<file path="src/rtl/id_pkg.sv">
// rtl/id_pkg.sv - shared encodings, field positions and decoded-instruction type for id_stage
package id_pkg;

    typedef enum logic [1:0] {
        CLS_R  = 2'b00,
        CLS_I  = 2'b01,
        CLS_ST = 2'b10,
        CLS_BR = 2'b11
    } cls_e;

    localparam int CLS_HI  = 15;
    localparam int CLS_LO  = 14;
    localparam int OP_HI   = 15;
    localparam int OP_LO   = 11;
    localparam int RS_HI   = 10;
    localparam int RS_LO   = 8;
    localparam int RT_HI   = 7;
    localparam int RT_LO   = 5;
    localparam int RD_HI   = 4;
    localparam int RD_LO   = 2;
    localparam int IMM5_HI = 4;
    localparam int IMM8_HI = 7;

    localparam int SB_CNT_W = 2;

    typedef struct packed {
        logic        uses_rs;
        logic        uses_rt;
        logic        wr_en;
        logic [2:0]  rd;
        logic [15:0] imm;
    } dec_t;

endpackage

</file>
<file path="src/rtl/id_decode.sv">
// rtl/id_decode.sv - combinational instruction decoder producing source use, destination and immediate
module id_decode
    import id_pkg::*;
(
    input  logic [15:0] instr,
    output dec_t        dec
);

    cls_e cls;

    assign cls = cls_e'(instr[CLS_HI:CLS_LO]);

    always_comb begin
        dec         = '0;
        dec.uses_rs = 1'b1;
        case (cls)
            CLS_R: begin
                dec.uses_rt = 1'b1;
                dec.wr_en   = 1'b1;
                dec.rd      = instr[RD_HI:RD_LO];
            end
            CLS_I: begin
                dec.wr_en = 1'b1;
                dec.rd    = instr[RT_HI:RT_LO];
                dec.imm   = {{11{instr[IMM5_HI]}}, instr[IMM5_HI:0]};
            end
            CLS_ST: begin
                dec.uses_rt = 1'b1;
                dec.imm     = {{11{instr[IMM5_HI]}}, instr[IMM5_HI:0]};
            end
            default: begin
                dec.imm = {{8{instr[IMM8_HI]}}, instr[IMM8_HI:0]};
            end
        endcase
    end

endmodule

</file>
<file path="src/rtl/id_stage.sv">
// rtl/id_stage.sv - decode stage with RAW scoreboard and ID/EX register; WB_BYPASS_EN enables same-cycle writeback bypass
module id_stage
    import id_pkg::*;
#(
    parameter int SB_MAX = 3
) (
    input  logic        clk,
    input  logic        rst,
    input  logic [15:0] if_instr,
    input  logic [15:0] if_pc,
    input  logic        if_valid,
    output logic        if_ready,
    input  logic        flush,
    output logic [2:0]  rf_read1regsel,
    output logic [2:0]  rf_read2regsel,
    input  logic [15:0] rf_read1data,
    input  logic [15:0] rf_read2data,
    input  logic        wb_retire,
    input  logic        wb_write,
    input  logic [2:0]  wb_regsel,
    input  logic [15:0] wb_data,
    output logic        id_valid,
    input  logic        ex_ready,
    output logic [15:0] id_pc,
    output logic [4:0]  id_op,
    output logic [15:0] id_rs_data,
    output logic [15:0] id_rt_data,
    output logic [15:0] id_imm,
    output logic [2:0]  id_rd,
    output logic        id_wr_en,
    output logic        err
);

    dec_t                dec;
    logic [2:0]          rs, rt;
    logic [SB_CNT_W-1:0] sb_cnt      [8];
    logic [SB_CNT_W-1:0] sb_cnt_next [8];
    logic                rs_byp, rt_byp, hazard, accept, uflow;
    logic [15:0]         rs_data, rt_data;

    id_decode u_decode (
        .instr (if_instr),
        .dec   (dec)
    );

    assign rs             = if_instr[RS_HI:RS_LO];
    assign rt             = if_instr[RT_HI:RT_LO];
    assign rf_read1regsel = rs;
    assign rf_read2regsel = rt;

`ifdef WB_BYPASS_EN
    // A source whose only pending writer retires this cycle can issue with the bypassed value.
    assign rs_byp  = wb_retire && wb_write && (wb_regsel == rs) && (sb_cnt[rs] == SB_CNT_W'(1));
    assign rt_byp  = wb_retire && wb_write && (wb_regsel == rt) && (sb_cnt[rt] == SB_CNT_W'(1));
    assign rs_data = (wb_write && (wb_regsel == rs)) ? wb_data : rf_read1data;
    assign rt_data = (wb_write && (wb_regsel == rt)) ? wb_data : rf_read2data;
`else
    logic unused_wb;
    assign unused_wb = ^{wb_data, wb_write};
    assign rs_byp    = 1'b0;
    assign rt_byp    = 1'b0;
    assign rs_data   = rf_read1data;
    assign rt_data   = rf_read2data;
`endif

    assign hazard = (dec.uses_rs && (sb_cnt[rs] != '0) && !rs_byp)
                 || (dec.uses_rt && (sb_cnt[rt] != '0) && !rt_byp)
                 || (dec.wr_en && (sb_cnt[dec.rd] == SB_CNT_W'(SB_MAX)));

    assign if_ready = !rst && !flush && !hazard && (!id_valid || ex_ready);
    assign accept   = if_valid && if_ready;

    // Net all increments and decrements per register; a net decrement past zero clamps and flags.
    always_comb begin : sb_upd
        logic [2:0] sum, sub;
        uflow = 1'b0;
        for (int i = 0; i < 8; i++) begin
            sum = {1'b0, sb_cnt[i]} + {2'b00, accept && dec.wr_en && (dec.rd == 3'(i))};
            sub = {2'b00, wb_retire && (wb_regsel == 3'(i))}
                + {2'b00, flush && id_valid && id_wr_en && (id_rd == 3'(i))};
            if (sub > sum) begin
                sb_cnt_next[i] = '0;
                uflow          = 1'b1;
            end else begin
                sb_cnt_next[i] = SB_CNT_W'(sum - sub);
            end
        end
    end

    always_ff @(posedge clk) begin
        if (rst) begin
            for (int i = 0; i < 8; i++) sb_cnt[i] <= '0;
            err <= 1'b0;
        end else begin
            for (int i = 0; i < 8; i++) sb_cnt[i] <= sb_cnt_next[i];
            err <= err | uflow;
        end
    end

    always_ff @(posedge clk) begin
        if (rst) begin
            id_valid   <= 1'b0;
            id_pc      <= '0;
            id_op      <= '0;
            id_rs_data <= '0;
            id_rt_data <= '0;
            id_imm     <= '0;
            id_rd      <= '0;
            id_wr_en   <= 1'b0;
        end else if (accept) begin
            id_valid   <= 1'b1;
            id_pc      <= if_pc;
            id_op      <= if_instr[OP_HI:OP_LO];
            id_rs_data <= rs_data;
            id_rt_data <= rt_data;
            id_imm     <= dec.imm;
            id_rd      <= dec.rd;
            id_wr_en   <= dec.wr_en;
        end else if (ex_ready || flush) begin
            id_valid   <= 1'b0;
        end
    end

endmodule

</file>
<file path="config.mk">
export PLATFORM = sky130hd
export DESIGN_NAME = id_stage
export DESIGN_NICKNAME = d
export VERILOG_FILES = /design/src/rtl/id_pkg.sv /design/src/rtl/id_decode.sv /design/src/rtl/id_stage.sv
export SDC_FILE = /design/constraint.sdc
export NUM_CORES = 1
export LEC_CHECK = 0
export CORE_MARGIN = 2
export CORE_UTILIZATION = 46
export CTS_BUF_LIST = sky130_fd_sc_hd__clkbuf_8
export CTS_CLUSTER_SIZE = 14
export DETAILED_ROUTE_END_ITERATION = 7
export GPL_TIMING_DRIVEN = 0
export PLACE_DENSITY = 0.85
export SYNTH_ARGS = -nofsm -noshare
export SYNTH_HDL_FRONTEND = slang
export SYNTH_SLANG_ARGS = --single-unit
export TNS_END_PERCENT = 50
</file>
<file path="constraint.sdc">
create_clock -name clk -period 4.2 [get_ports clk]
set_input_delay 0.42 -clock clk [delete_from_list [all_inputs] [get_ports clk]]
set_output_delay 0.42 -clock clk [all_outputs]
set_load 0.005 [all_outputs]
</file>
* Word-level counts from Yosys, hierarchy flattened
Memory sizes are Yosys's and may differ from the RTL's.
Cells that the tools add are included.
** Word-level totals
- Memory bits (writable) :: 16
- Register bits :: 75
- Input port bits :: 90
- Output and inout port bits :: 82
- Memories :: 1
** Cells by class
- Add/subtract/negate cells :: 24
- Equal/unequal tests :: 24
- Magnitude comparators :: 8
- Muxes and demuxes :: 32
- Bitwise logic cells :: 9
- Reductions and logical operators :: 50
** Memories
- sb_cnt :: words 8, bits a word 2, read ports 11, clocked after memory_dff 0, wr ports 8, RTL line id_stage.sv:36 : logic [SB_CNT_W-1:0] sb_cnt [8];
** Operators with widths (count)
- 3-bit == test, second input constant :: 12
- 1-bit logical AND :: 33
- 2-bit 2-to-1 mux :: 16
- 16-bit case mux with 2 select lines :: 1
- 2-bit by 1-bit adder with 3-bit output :: 8
- 2-bit by 3-bit > comparator with 1-bit output :: 8
- 3-bit by 2-bit == test with 1-bit output, second input constant :: 6
- 1-bit by 1-bit adder with 2-bit output :: 8
- 2-bit subtractor :: 8
- 1-bit 2-to-1 mux :: 14
- 3-bit by 1-bit == test with 1-bit output, second input constant :: 3
- 3-bit logical NOT :: 3
- 1-bit OR :: 9
- 4-bit case mux with 2 select lines :: 1
- 2-bit nonzero test :: 3
- 2-bit == test, second input constant :: 2
- 1-bit logical NOT :: 4
- 1-bit logical OR :: 4
- 2-bit OR reduction :: 2
- 2-bit by 1-bit == test with 1-bit output, second input constant :: 1
- 2-bit logical NOT :: 1

* Depth between registers and ports, before layout
- Word-level depth :: 23
- Gate-level depth with buffers :: 20
- Mapped depth without buffers :: 17

* Hierarchy
From an unflattened synthesis, not the netlist that was laid out.
** Unflattened totals
- Cells, all modules :: 612
- Area total of the unflattened synthesis :: 4964.8 um2
** Modules (own cells, without submodules)
- id_stage :: instances 1, cells each 578, seq. area each 1821.7 um2, area each 4717.0 um2
- id_decode :: instances 1, cells each 34, seq. area each 0.0 um2, area each 247.7 um2

* Least setup slack after synthesis
Ideal clock, no wire load.
- Kind :: in2reg
- Start :: in if_instr[14]
- End :: reg err
- Path slack :: 0.390 ns
- Data required time :: 4.072 ns
- Library setup time :: 0.128 ns
- Arrival :: 3.683 ns
- Cell stages on the path :: 19
- Cells stage by stage :: inv_1 ha_1 buf_6 a22oi_4 nand3_1 o211a_2 o41a_2 buf_6 nand2_1 nor3_1 ha_1 ha_1 inv_1 ha_1 nor2b_1 o21ai_0 nand4_1 nor4b_1 nor2_1
** Between the ends
- Cells in the longest elaborated chain, start to end :: 23
- Elaborated cells on any way between the ends :: 58
- Those cells by class :: add/sub (8); order compare (8); eq/ne (10); mux (10); bitwise (1); reduce/logical (20); memory (1)
** Ends and longest elaborated chain
- from (decl) :: RTL line id_stage.sv:9 : input logic [15:0] if_instr,
- 2-bit by 1-bit == test with 1-bit output (tied with other cells) :: RTL line id_decode.sv:16 : case (cls)
- 4-bit case mux with 2 select lines or 2-bit OR reduction (tied branches)
- memory read 8 x 2 bit or 1-bit 2-to-1 mux (tied branches)
- 2-bit == test or 1-bit logical AND (tied branches) :: RTL line id_stage.sv:68, id_stage.sv:67
- 1-bit logical AND or 1-bit logical OR (tied branches) :: RTL line id_stage.sv:68, id_stage.sv:67
- 1-bit logical OR :: RTL line id_stage.sv:68 : || (dec.wr_en && (sb_cnt[dec.rd] == SB_CNT_W'(SB_MAX)));
- 1-bit logical NOT :: RTL line id_stage.sv:70 : assign if_ready = !rst && !flush && !hazard && (!id_valid || ex_ready);
- 1-bit logical AND (2 in a row) :: RTL line id_stage.sv:70
- 1-bit logical AND :: RTL line id_stage.sv:71 : assign accept = if_valid && if_ready;
- 1-bit logical AND (2 in a row) :: RTL line id_stage.sv:78 : sum = {1'b0, sb_cnt[i]} + {2'b00, accept && dec.wr_en && (dec.rd == 3'(i))};
- 2-bit by 1-bit adder with 3-bit output :: RTL line id_stage.sv:78
- 2-bit by 3-bit > comparator with 1-bit output :: RTL line id_stage.sv:81 : if (sub > sum) begin
- 1-bit 2-to-1 mux (7 in a row) :: RTL line id_stage.sv:81
- 1-bit 2-to-1 mux * :: RTL line id_stage.sv:81
- 1-bit OR * :: RTL line id_stage.sv:96 : err <= err | uflow;
- to (signal assigned) :: RTL line id_stage.sv:96
- to (decl) :: RTL line id_stage.sv:31 : output logic err
Every way passes the cells marked *; elsewhere a longest branch is shown, timed or not.
A chain may end at the register's enable or synchronous reset.

* Final worst setup path
- Start :: in if_instr[7]
- End :: reg err
** Between the ends
- Cells in the longest elaborated chain, start to end :: 22
- Elaborated cells on any way between the ends :: 54
- Those cells by class :: add/sub (8); order compare (8); eq/ne (8); mux (9); bitwise (1); reduce/logical (19); memory (1)
** Ends and longest elaborated chain (RTL line)
- 4-bit case mux with 2 select lines or memory read 8 x 2 bit (tied branches)
- memory read 8 x 2 bit or 2-bit nonzero test (tied branches)
- 2-bit == test or 1-bit logical AND (tied branches) :: id_stage.sv:68, id_stage.sv:67
- 1-bit logical AND or 1-bit logical OR (tied branches) :: id_stage.sv:68, id_stage.sv:67
- 1-bit logical OR :: id_stage.sv:68
- 1-bit logical NOT :: id_stage.sv:70
- 1-bit logical AND (2 in a row) :: id_stage.sv:70
- 1-bit logical AND :: id_stage.sv:71
- 1-bit logical AND (2 in a row) :: id_stage.sv:78
- 2-bit by 1-bit adder with 3-bit output :: id_stage.sv:78
- 2-bit by 3-bit > comparator with 1-bit output :: id_stage.sv:81
- 1-bit 2-to-1 mux (7 in a row) :: id_stage.sv:81
- 1-bit 2-to-1 mux * :: id_stage.sv:81
- 1-bit OR * :: id_stage.sv:96
Marked as above.

==> results.md <==
- Outcome: finished clean
- Arrival time of data at the critical path endpoint: 4250 ps
- Placer Congestion: 0.866
- Mapped Nets: 708
- Drt pass-1 iters: 5
- Largest voltage drop on the vdd net: ~170 uV
- Area share of fa/ha/maj cells after synthesis: 13.8%
- Crit path time final: 4010 ps
- Number of input and output port buffers inserted: 153
- Post-route clock skew: between 7 and 8 ps
- Final instance count without filler cells: 875
- Complex-gate fraction of the synthesized area: a little over a fifth
- Final critical-path share of the clock period: 95.4%
- Core region area: a little under 10000 sq um
- Maximum number of pins on one net before global-route repair: 16
- Storage element area: 1660 sq um
- Worst setup SP type: input port
- Clock transition at path regs: about 90 ps
- Via count normalized by instance count: 5.71
- Total half-perimeter wirelength after legalization and detailed placement: roughly 11000 um
- Depth of the CTS H-tree: 3
- Summed instance area of the synthesized netlist: 4710 sq um
- Cell with the largest stage delay on the worst path: clkdlybuf4s50_1
- Num CTS Buffers: 9
- Most frequent standard cell in the layout excluding fill and tap cells: clkdlybuf4s50_1
- Proportion of synthesized area in mux cells: less than 1%
- Simple-Gate Fraction of Synth Area: between 10% and 20%
- Endpoint required time on the critical path: 4440 ps
- Starting density of the core: 47.8%
- Number of different library cells in the post-synthesis netlist: 48
- Average wire length per cell after detail routing: 17.3 um
- Number of maximum-capacitance violations: 0
- Worst Max-Slew Pin Slew: 649 ps
- Path depth of the worst reg2reg path: 17
- Starting DRT DRC Count: 418
- Fin Hold WS: 372 ps
- Largest family of logic cells by synthesized area: compound AO/OA/AOI/OAI gates
- Power density over the cells: 277 nW/um^2
- Total number of vias: between 4000 and 5000
- Slew Limit Fails: 0
- Total power of the final layout: 1.88 mW
- WL final: about 15000 um
- XOR/XNOR share of the synthesized area: 1.49%
- Most frequent cell on the critical path: ha_1
- Fraction of final layout cells with drive strength greater than 1: 12.4%
- Number of endpoints with negative hold slack in the final report: 0
- Number of nets in the layout: 879
- Post-synth EDFFs: 0
- CP endpoint kind: flip-flop
- DIE WIDTH: about 110 um
- Highest net fanout along the worst path: 10
- Area of combinational cells with multiple inputs: 2740 sq um
- Overall global routing resource usage: 26.6%
- Overflow after GRT: 0
- Portion of the post-synthesis area used by sequential elements: 35.2%
- Synthesis-stage register bit count: between 80 and 90
- Vias in the first global route: 4907
- Path type of the worst setup path: input port to flip-flop
- Cells traversed along the worst timing path: clkdlybuf4s50_1, nor4b_1, a2111oi_2, and4_1, buf_2, buf_6, o41ai_2, nor4_2, ha_2, ha_1, inv_1, ha_1, nor2b_1, o21ai_1, nand4_1, nor4b_2, nor2_1
- Antenna violations before repair: 0
- Insertion delay of the later-clocked pin in the worst-skew pair: 360 ps
- Number of buffers on the longest clock path: 2
- Primary FF master, synth: dfxtp_1
- Slack of the worst reg-to-reg path: 300 ps
- Die outline height: 105 um
- Commonest non-fill, non-tap cells in the layout: clkdlybuf4s50_1, dfxtp_1, a21oi_1
- Maximum frequency from static timing analysis: 0.250 GHz
- Async set-reset flop share out of synthesis: 0%
- CTS root buf: clkbuf_8
- FP Rows: 36
- Syn. warnings: 0
- Clock tree sinks: 83
- TritonCTS clock tree: built
- Post-synthesis instance total: between 500 and 600
- Antenna fix cells: 0
- Number of cells on the worst hold path: 3
- Number of fill cells: 756
- Worst hold path class: input port to flip-flop
- Per-instance average area after synthesis: 8.33 sq um
- Io pins: 172
- Area grow syn2layout: 43.5%
- Wire length of the first global-routing pass: between 20000 and 25000 um
- Number of cells after detailed placement: 852
- Floorplan die area: 11100 sq um
- Final-report setup violation count: 0
- Critical path's largest stage delay: 600 ps
- Residual antenna-violating net count after detailed routing: 0
- Total leakage power: 2.58 nW
- RSZ-0062 raised after global routing: no
- DRC violation count after routing: 0
- Rel. slew slack: approximately 57%
==> stage by stage <==
step	util (%)	setup WS [ps]	setup TNS, ps	cell area (sq um)
global route	68.6	1.04	0	6760
detailed placement	65.0	-869	-7210	6410
finish	68.6	193	0	6760
floorplan	-	390	0	4710
global placement	65.0	-758	-4930	6410
CTS	68.5	173	0	6760
==> path summary, 6_finish.rpt <==
check / from / end
worst max-delay path: if_instr[7] / err
worst min-delay path: if_instr[15] / id_op[4]
worst max register to register: sb_cnt[5][0] / err
worst min register to register: id_imm[0] / id_imm[0]
==> critical path: cells and delay by family <==
family	cells	cell delay, ps
AND/OR/NAND/NOR	7	1440
buffers and inverters	4	970
AO/OA/AOI/OAI	3	700
adder cells (fa/ha/maj)	3	680
==> metal layers <==
layer	GRT usage (%)	wire length, um	up-vias
met5	0	0	-
met4	12.4	549	0
met3	4.58	1020	49
met2	47.6	7500	221
met1	30.6	6030	2377
li1	-	-	2347
==> logic make-up (layout without fill, tap and decap cells) <==
kind of cell | Yosys count | count (layout)
muxes | 1 | 1
adders and majority gates | 52 | 52
xor gates and xnor gates | 8 | 8
DFF | 83 | 83
buffers and inverters | 79 | 255
and+or+nand+nor | 175 | 175
AOI/OAI and AO/OA | 168 | 168
==> cells in the mapped netlist, drive strengths merged, types with 3 or more instances <==
library cell | instances | area share (%)
a211oi | 9 | 1.6
a21oi | 73 | 7.7
a311oi | 4 | 1.2
buf | 33 | 4.9
clkbuf | 19 | 1.6
dfxtp | 83 | 35
ha | 52 | 14
inv | 27 | 2.1
nand2 | 10 | 0.80
nand2b | 20 | 2.7
nand3 | 56 | 5.9
nand4 | 8 | 1.1
nor2 | 42 | 3.4
nor2b | 9 | 1.2
nor3 | 15 | 1.6
nor4b | 3 | 0.56
o21ai | 70 | 7.4
xor2 | 8 | 1.5
==> area by class of cell <==
cell class | count | share of cell area [%]
well taps | 133 | 2.46
clock inverters | 6 | 1.02
plain buffers | 52 | 4.61
multi-input cells | 404 | 40.5
repair buffers | 160 | 23.3
flip-flops and latches | 83 | 24.6
inverters | 27 | 1.50
clock buffers | 10 | 2.03
==> report_power, final <==
group,switching (mW),internal (mW),leakage (nW)
sequential,0.0242,0.815,0.673
clock,0.318,0.297,0.104
combinational,0.214,0.208,1.81
total,0.556,1.32,2.58
==> registers in the layout (all words and copies together) (netlist names) <==
register	flops
id_rs_data	16
id_rd	3
sb_cnt	16
id_imm	8
id_op	5
id_wr_en	1
err	1
id_pc	16
id_rt_data	16
id_valid	1
==> what timing repair did <==
action | in CTS | in global routing
hold buffers | 0 | 0
setup buffers | 7 | 0
pin swaps | 10 | 3
hold endpoints to repair | 0 | 0
resized for setup | 27 | 9
setup endpoints to repair | 12 | 1
(Power assumes the default switching activity.)
